--- config.mk ---
export PLATFORM = sky130hd
export DESIGN_NAME = mem_io_responder
export DESIGN_NICKNAME = d
export VERILOG_FILES = /design/src/rtl/lc3_pkg.sv /design/src/rtl/reg_16.sv /design/src/rtl/mem_io_responder.sv
export SDC_FILE = /design/constraint.sdc
export NUM_CORES = 1
export LEC_CHECK = 0
export ABC_AREA = 0
export CAP_MARGIN = 10
export CORE_ASPECT_RATIO = 0.9
export CORE_UTILIZATION = 44
export DETAILED_ROUTE_END_ITERATION = 10
export GPL_TIMING_DRIVEN = 1
export PLACE_DENSITY = 0.85
export SYNTH_ARGS = -nofsm -noshare
export SYNTH_HDL_FRONTEND = slang
export SYNTH_SLANG_ARGS = --single-unit
--- constraint.sdc ---
create_clock -name Clk -period 5.2 [get_ports Clk]
set_input_delay 0.78 -clock Clk [delete_from_list [all_inputs] [get_ports Clk]]
set_output_delay 0.78 -clock Clk [all_outputs]
set_load 0.05 [all_outputs]
--- src/rtl/lc3_pkg.sv ---
// Shared LC-3 memory-bus definitions: responder FSM states and the default
// memory-mapped I/O address.
package lc3_pkg;

    typedef enum logic [1:0] {
        IDLE    = 2'd0,
        SRAM_RD = 2'd1,
        SRAM_WR = 2'd2,
        DONE    = 2'd3
    } mem_state_t;

    localparam logic [15:0] IO_ADDR_DEF = 16'hFFFF;

endpackage

--- src/rtl/reg_16.sv ---
// 16-bit holding register with load enable and asynchronous active-high clear.
module reg_16 (
    input  logic        Clk,
    input  logic        Reset,
    input  logic        Load,
    input  logic [15:0] D_In,
    output logic [15:0] D_Out
);

    always_ff @(posedge Clk or posedge Reset) begin
        if (Reset)
            D_Out <= '0;
        else if (Load)
            D_Out <= D_In;
    end

endmodule

--- src/rtl/mem_io_responder.sv ---
// LC-3 memory-side responder: decodes MAR/MDR requests to board SRAM or the
// switch/hex I/O location and returns a one-cycle Mem_Ready on completion.
//
// Handshake: the requester raises Mem_Req with MAR/MDR/Mem_WE stable and holds it
// until Mem_Ready; the request is taken on the first rising edge seen in IDLE, and
// Mem_Ready pulses for exactly one cycle with MDR_In already valid for reads.
module mem_io_responder
    import lc3_pkg::*;
#(
    parameter int          WAIT_CYCLES = 2,
    parameter logic [15:0] IO_ADDR     = IO_ADDR_DEF
) (
    input  logic        Clk,
    input  logic        Reset_ah,
    input  logic        Mem_Req,
    input  logic        Mem_WE,
    input  logic [15:0] MAR,
    input  logic [15:0] MDR,
    output logic [15:0] MDR_In,
    output logic        Mem_Ready,
    input  logic [15:0] Switches,
    output logic [15:0] HEX_Data,
    output logic [19:0] SRAM_ADDR,
    output logic [15:0] SRAM_DQ_OUT,
    output logic        SRAM_DQ_OE,
    input  logic [15:0] SRAM_DQ_IN,
    output logic        SRAM_CE_N,
    output logic        SRAM_OE_N,
    output logic        SRAM_WE_N,
    output mem_state_t  Dbg_State
);

    localparam int            CW       = $clog2(WAIT_CYCLES + 1);
    localparam logic [CW-1:0] CNT_INIT = CW'(WAIT_CYCLES - 1);
    localparam logic [CW-1:0] CNT_ONE  = CW'(1);

    mem_state_t    state;
    logic [CW-1:0] cnt;

    logic          io_hit;
    logic          mdr_load;
    logic [15:0]   mdr_d;
    logic          hex_load;

    assign io_hit    = (MAR == IO_ADDR);
    assign Dbg_State = state;

    // Holding-register load strobes; they fire on the same edge the FSM leaves the state.
    always_comb begin
        mdr_load = 1'b0;
        mdr_d    = SRAM_DQ_IN;
        hex_load = 1'b0;
        if (state == IDLE && Mem_Req && io_hit) begin
            if (Mem_WE) begin
                hex_load = 1'b1;
            end else begin
                mdr_load = 1'b1;
                mdr_d    = Switches;
            end
        end else if (state == SRAM_RD && cnt == '0) begin
            mdr_load = 1'b1;
        end
    end

    always_ff @(posedge Clk or posedge Reset_ah) begin
        if (Reset_ah) begin
            state       <= IDLE;
            cnt         <= '0;
            Mem_Ready   <= 1'b0;
            SRAM_ADDR   <= '0;
            SRAM_DQ_OUT <= '0;
            SRAM_DQ_OE  <= 1'b0;
            SRAM_CE_N   <= 1'b1;
            SRAM_OE_N   <= 1'b1;
            SRAM_WE_N   <= 1'b1;
        end else begin
            Mem_Ready  <= 1'b0;
            SRAM_DQ_OE <= 1'b0;
            SRAM_CE_N  <= 1'b1;
            SRAM_OE_N  <= 1'b1;
            SRAM_WE_N  <= 1'b1;
            case (state)
                IDLE: begin
                    if (Mem_Req) begin
                        SRAM_ADDR   <= {4'h0, MAR};
                        SRAM_DQ_OUT <= MDR;
                        if (io_hit) begin
                            state     <= DONE;
                            Mem_Ready <= 1'b1;
                        end else if (Mem_WE) begin
                            state      <= SRAM_WR;
                            cnt        <= CNT_INIT;
                            SRAM_CE_N  <= 1'b0;
                            SRAM_DQ_OE <= 1'b1;
                            SRAM_WE_N  <= (CNT_INIT == '0);
                        end else begin
                            state     <= SRAM_RD;
                            cnt       <= CNT_INIT;
                            SRAM_CE_N <= 1'b0;
                            SRAM_OE_N <= 1'b0;
                        end
                    end
                end
                SRAM_RD: begin
                    if (cnt == '0) begin
                        state     <= DONE;
                        Mem_Ready <= 1'b1;
                    end else begin
                        cnt       <= cnt - 1'b1;
                        SRAM_CE_N <= 1'b0;
                        SRAM_OE_N <= 1'b0;
                    end
                end
                SRAM_WR: begin
                    if (cnt == '0) begin
                        state     <= DONE;
                        Mem_Ready <= 1'b1;
                    end else begin
                        // WE_N rises one cycle before CE_N/DQ_OE drop so data holds past it.
                        cnt        <= cnt - 1'b1;
                        SRAM_CE_N  <= 1'b0;
                        SRAM_DQ_OE <= 1'b1;
                        SRAM_WE_N  <= (cnt == CNT_ONE);
                    end
                end
                DONE: begin
                    state <= IDLE;
                end
                default: begin
                    state <= IDLE;
                end
            endcase
        end
    end

    reg_16 u_mdr_in_reg (
        .Clk   (Clk),
        .Reset (Reset_ah),
        .Load  (mdr_load),
        .D_In  (mdr_d),
        .D_Out (MDR_In)
    );

    reg_16 u_hex_reg (
        .Clk   (Clk),
        .Reset (Reset_ah),
        .Load  (hex_load),
        .D_In  (MDR),
        .D_Out (HEX_Data)
    );

endmodule

==> metrics.txt <==
# TYPE chip_impl_metric gauge
chip_impl_metric{name="synth_xor_xnor_area_share",unit="%"} 0
chip_impl_metric{name="antenna_violating_nets_post_route",unit=""} 0
chip_impl_metric{name="die_height",unit="um"} 81.7
chip_impl_metric{name="die_w",unit="um"} 90.6
chip_impl_metric{name="gp_congestion",unit=""} 0.852
chip_impl_metric{name="post_dp_hpwl",unit="um"} 5500
chip_impl_metric{name="skew_final",unit="ns"} 0.00819
chip_impl_metric{name="route.vias.total",unit=""} 2310
chip_impl_info{name="timing_worst_setup_path_type",value="in -> reg"} 1
chip_impl_metric{name="synth.area.mux_share",unit="%"} 17.8
chip_impl_metric{name="worst-endpoint-arrival",unit="ns"} 3.31
chip_impl_metric{name="cts_num_sinks",unit=""} 73
chip_impl_metric{name="io_buffers",unit=""} 138
chip_impl_metric{name="cts.reportedPaths.clkPinSlew",unit="ns"} 0.07
chip_impl_metric{name="worst_r2r_path_depth",unit=""} 6
chip_impl_metric{name="post_cts_hold_buffer_count",unit=""} 0
chip_impl_metric{name="cellPowerDensity",unit="mW/mm2"} 670
chip_impl_metric{name="placed_cells_incl_taps",unit=""} 439
chip_impl_info{name="netlist.top_cell.by_area",value="sky130_fd_sc_hd__dfrtp_1"} 1
chip_impl_metric{name="largest_net_degree_at_the_start_of_global_routing",unit=""} 41
chip_impl_info{name="tritoncts_clock_tree",value="built"} 1
chip_impl_metric{name="slew-limit-headroom",unit="%"} 27.4
chip_impl_metric{name="antenna-diode-count",unit=""} 0
chip_impl_metric{name="net_switching_fraction_of_the_power",unit="%"} 45.1
chip_impl_metric{name="power_switching",unit="uW"} 1440
chip_impl_metric{name="num-nets-final",unit=""} 435
chip_impl_metric{name="critical_path_required",unit="ns"} 5.47
chip_impl_metric{name="synth-edff-count",unit=""} 0
chip_impl_metric{name="design_area",unit="mm2"} 0.00476
chip_impl_metric{name="clock_tree.htree_level_count",unit=""} 3
chip_impl_metric{name="syn-cell-area",unit="mm2"} 0.00311
chip_impl_metric{name="total_die_area",unit="mm2"} 0.00740
chip_impl_metric{name="synthesis.area_per_instance",unit="um2"} 14.1
chip_impl_metric{name="globalRoute.totalOverflow",unit=""} 0
chip_impl_metric{name="delay_contributed_by_the_slowest_stage_of_the_critical_path",unit="ns"} 0.78
chip_impl_metric{name="cts.repair_timing.setup_buffer_count",unit=""} 0
chip_impl_info{name="rsz_0062_raised_after_global_routing",value="false"} 1
chip_impl_metric{name="internal_power",unit="uW"} 1750
chip_impl_metric{name="share_of_synthesized_cell_area_in_full_adder_half_adder_and_majority_cells",unit="%"} 2.82
chip_impl_metric{name="yosys_cell_types",unit=""} 32
chip_impl_metric{name="seqPwrFrac",unit="%"} 28.9
chip_impl_metric{name="finalHoldViolations",unit=""} 0
chip_impl_metric{name="wl_cell",unit="um"} 16.6
chip_impl_metric{name="drt-pass1-iter-count",unit=""} 4
chip_impl_info{name="synth.most_common_cell",value="sky130_fd_sc_hd__dfrtp_1"} 1
chip_impl_metric{name="final_min_period_over_clock_period",unit="%"} 58.4
chip_impl_metric{name="worstPathBufferInverterCount",unit=""} 1
chip_impl_metric{name="final_setup_violation_count",unit=""} 0
chip_impl_metric{name="clock.fmax",unit="MHz"} 329
chip_impl_metric{name="global_route.usage.total",unit="%"} 21.9
chip_impl_metric{name="period_minus_slack",unit="ns"} 3.04
chip_impl_metric{name="drv_cap",unit=""} 0
chip_impl_metric{name="worstPathMaxFanout",unit=""} 16
chip_impl_metric{name="initial_core_util",unit="%"} 46.4
chip_impl_metric{name="route.detailed.drc",unit=""} 0
chip_impl_metric{name="synth-seq-cells",unit=""} 73
chip_impl_info{name="path_cells",value="clkdlybuf4s50_1 -> nand4_1 -> or4_4 -> nor2_4 -> mux2i_2 -> o221a_2"} 1
chip_impl_metric{name="async_flop_share",unit="%"} 100
chip_impl_metric{name="timing.final.max_slew_violations",unit=""} 0
chip_impl_info{name="result_of_the_run",value="completed"} 1
chip_impl_metric{name="placedInstanceArea",unit="mm2"} 0.00454
chip_impl_metric{name="layout.filler_cells",unit=""} 465
chip_impl_info{name="synth.area.top_cells",value="sky130_fd_sc_hd__dfrtp_1, sky130_fd_sc_hd__mux2_2, sky130_fd_sc_hd__o221a_2, sky130_fd_sc_hd__or2b_1, sky130_fd_sc_hd__ha_1"} 1
chip_impl_info{name="critical_path.top_delay_family",value="simple AND/OR/NAND/NOR gates"} 1
chip_impl_metric{name="netlist_instances",unit=""} 220
chip_impl_info{name="dominantRegCellSynth",value="sky130_fd_sc_hd__dfrtp_1"} 1
chip_impl_metric{name="regArea",unit="mm2"} 0.00183
chip_impl_metric{name="drive_above_1_share",unit="%"} 24.5
chip_impl_metric{name="cellLeakagePower",unit="uW"} 0.00201
chip_impl_metric{name="number_of_global_route_vias_before_repair",unit=""} 2356
chip_impl_metric{name="cts_inserted_buffers",unit=""} 9
chip_impl_metric{name="multi_input_comb_area",unit="mm2"} 0.00118
chip_impl_info{name="clockRootBuffer",value="sky130_fd_sc_hd__clkbuf_8"} 1
chip_impl_metric{name="post_synthesis_compound_gate_area_fraction",unit="%"} 8.94
chip_impl_metric{name="p_comb_share",unit="%"} 56.0
chip_impl_metric{name="worst_ir_drop_vdd",unit="uV"} 495
chip_impl_metric{name="num_rows",unit=""} 28
chip_impl_metric{name="synth_largest_type_area_fraction",unit="%"} 56.4
chip_impl_info{name="min-delay-path-class",value="reg -> reg"} 1
chip_impl_metric{name="ys_warn_count",unit=""} 0
chip_impl_metric{name="worst_pin_slew",unit="ns"} 1.08
chip_impl_metric{name="synth_seq_area_share",unit="%"} 58.9
chip_impl_metric{name="postCtsResizedCells",unit=""} 0
chip_impl_info{name="worst_setup_path_end_kind",value="flop"} 1
chip_impl_metric{name="critical_path_cell_count",unit=""} 6
chip_impl_metric{name="grt_antenna_before_repair",unit=""} 0
chip_impl_info{name="worst_setup_path_start_kind",value="input port"} 1
chip_impl_info{name="synth.top_cells.by_count",value="sky130_fd_sc_hd__dfrtp_1, sky130_fd_sc_hd__mux2_2, sky130_fd_sc_hd__o221a_2"} 1
chip_impl_metric{name="grt_pass1_wl",unit="um"} 12200
chip_impl_metric{name="whs_path_depth",unit=""} 1
chip_impl_metric{name="clock_insertion_delay_worst_skew",unit="ns"} 0.34
chip_impl_metric{name="post_synth_simple_gate_area",unit="%"} 7.69
chip_impl_metric{name="io-pin-count",unit=""} 143
chip_impl_metric{name="vias_per_cell",unit=""} 5.09
chip_impl_metric{name="area_growth",unit="%"} 53.2
chip_impl_info{name="cp_slowest_cell",value="sky130_fd_sc_hd__mux2i_2"} 1
chip_impl_info{name="synth_top_family_by_area",value="multiplexers"} 1
chip_impl_metric{name="final-instance-count-excl-fill",unit=""} 454
chip_impl_metric{name="core_area",unit="mm2"} 0.00669
chip_impl_metric{name="drt_wl_total",unit="um"} 7520
chip_impl_metric{name="clock_power_share",unit="%"} 15.1
chip_impl_metric{name="clockBufferDepth",unit=""} 2
chip_impl_metric{name="tns",unit="ns"} 0
chip_impl_metric{name="drtIter0Drc",unit=""} 68
[metal layers]
| layer | vias to the layer above | GRT usage (%) | wire length (um) |
|---|---|---|---|
| met3 | 2 | 8.98 | 637 |
| li1 | 1063 | - | - |
| met1 | 1140 | 26.9 | 3230 |
| met4 | 0 | 5.81 | 37 |
| met2 | 105 | 36.0 | 3610 |
| met5 | - | 0 | 0 |
[flip-flops by register name, summed over array words and instances, names as in the netlist]
register / cells
SRAM_CE_N: 1
SRAM_ADDR: 16
u_hex_reg.D_Out: 16
Dbg_State: 2
u_mdr_in_reg.D_Out: 16
Mem_Ready: 1
SRAM_DQ_OUT: 16
SRAM_WE_N: 1
SRAM_OE_N: 1
cnt: 2
SRAM_DQ_OE: 1
[kinds of logic after synthesis]
family,after synthesis
other,1
adder cells (fa/ha/maj),7
buffers and inverters,22
AND/OR/NAND/NOR,38
multiplexers,49
AO/OA/AOI/OAI,30
flip-flops,73
[worst paths after layout]
path | end | slack, ns | startpoint
max in group asynchronous | SRAM_WE_N$_DFF_PP1_ | 3.35 | Reset_ah
max reg2reg | u_mdr_in_reg.D_Out[0]$_DFFE_PP0P_ | 2.26 | Dbg_State[0]$_DFFE_PP0P_
min | SRAM_DQ_OUT[13]$_DFFE_PP0P_ | 0.51 | SRAM_DQ_OUT[13]$_DFFE_PP0P_
min reg2reg | SRAM_DQ_OUT[13]$_DFFE_PP0P_ | 0.51 | SRAM_DQ_OUT[13]$_DFFE_PP0P_
max | u_mdr_in_reg.D_Out[0]$_DFFE_PP0P_ | 2.16 | MAR[6]
min in group asynchronous | u_hex_reg.D_Out[14]$_DFFE_PP0P_ | 0.86 | Reset_ah
[layout make-up]
cell class	instances	share of cell area (%)
Timing Repair Buffer	139	29.2
Clock inverter	6	1.95
Clock buffer	9	2.60
Sequential cell	73	38.5
Multi-Input combinational cell	128	24.7
Tap cell	90	2.37
Inverter	9	0.710
[power groups by stage]
stage                     Combinational, uW  Sequential [uW]  Clock, uW
after floorplan                         448             1670          0
final                                  1780              921        482
after CTS                              1800              921        493
after global routing                   1870              948        520
after global placement                 1760              926          0
after detailed placement               1790              931          0
[stage by stage]
| stage | hold slack [ns] | setup WS [ns] | util [%] | power (uW) |
|---|---|---|---|---|
| floorplan | 0.522 | 2.57 | - | 2120 |
| global placement | 0.488 | 1.86 | 67.9 | 2690 |
| CTS | 0.511 | 2.20 | 71.1 | 3210 |
| global route | 0.521 | 2.06 | 71.1 | 3330 |
| detailed placement | 0.491 | 1.84 | 67.9 | 2720 |
| finish | 0.506 | 2.16 | 71.1 | 3190 |
[worst register-to-register path, cell delays in order (launching register included)]
cell and delay, ns:
sky130_fd_sc_hd__dfrtp_1 0.43, sky130_fd_sc_hd__inv_1 0.13, sky130_fd_sc_hd__ha_1 0.32, sky130_fd_sc_hd__nand2_2 0.54, sky130_fd_sc_hd__nor2_4 0.33, sky130_fd_sc_hd__mux2i_2 0.78, sky130_fd_sc_hd__o221a_2 0.35
[placed cells by master, fill, tap and decap left out, types with 2 or more instances in the layout]
master / synthesis / routed
sky130_fd_sc_hd__clkdlybuf4s50_1: 0 / 138
sky130_fd_sc_hd__a22o_1: 3 / 3
sky130_fd_sc_hd__a21oi_1: 3 / 3
sky130_fd_sc_hd__nand4_1: 4 / 4
sky130_fd_sc_hd__clkbuf_8: 0 / 9
sky130_fd_sc_hd__mux2_2: 48 / 48
sky130_fd_sc_hd__nand2_1: 6 / 5
sky130_fd_sc_hd__dfrtp_1: 70 / 70
sky130_fd_sc_hd__nand2_2: 1 / 2
sky130_fd_sc_hd__nor2_1: 5 / 5
sky130_fd_sc_hd__ha_1: 7 / 7
sky130_fd_sc_hd__conb_1: 1 / 4
sky130_fd_sc_hd__inv_1: 9 / 8
sky130_fd_sc_hd__o21ai_0: 3 / 3
sky130_fd_sc_hd__or2b_1: 15 / 15
sky130_fd_sc_hd__bufinv_16: 0 / 2
sky130_fd_sc_hd__dfstp_2: 3 / 3
sky130_fd_sc_hd__clkinvlp_4: 0 / 2
sky130_fd_sc_hd__o221a_2: 16 / 16
(Power assumes the default switching activity.)
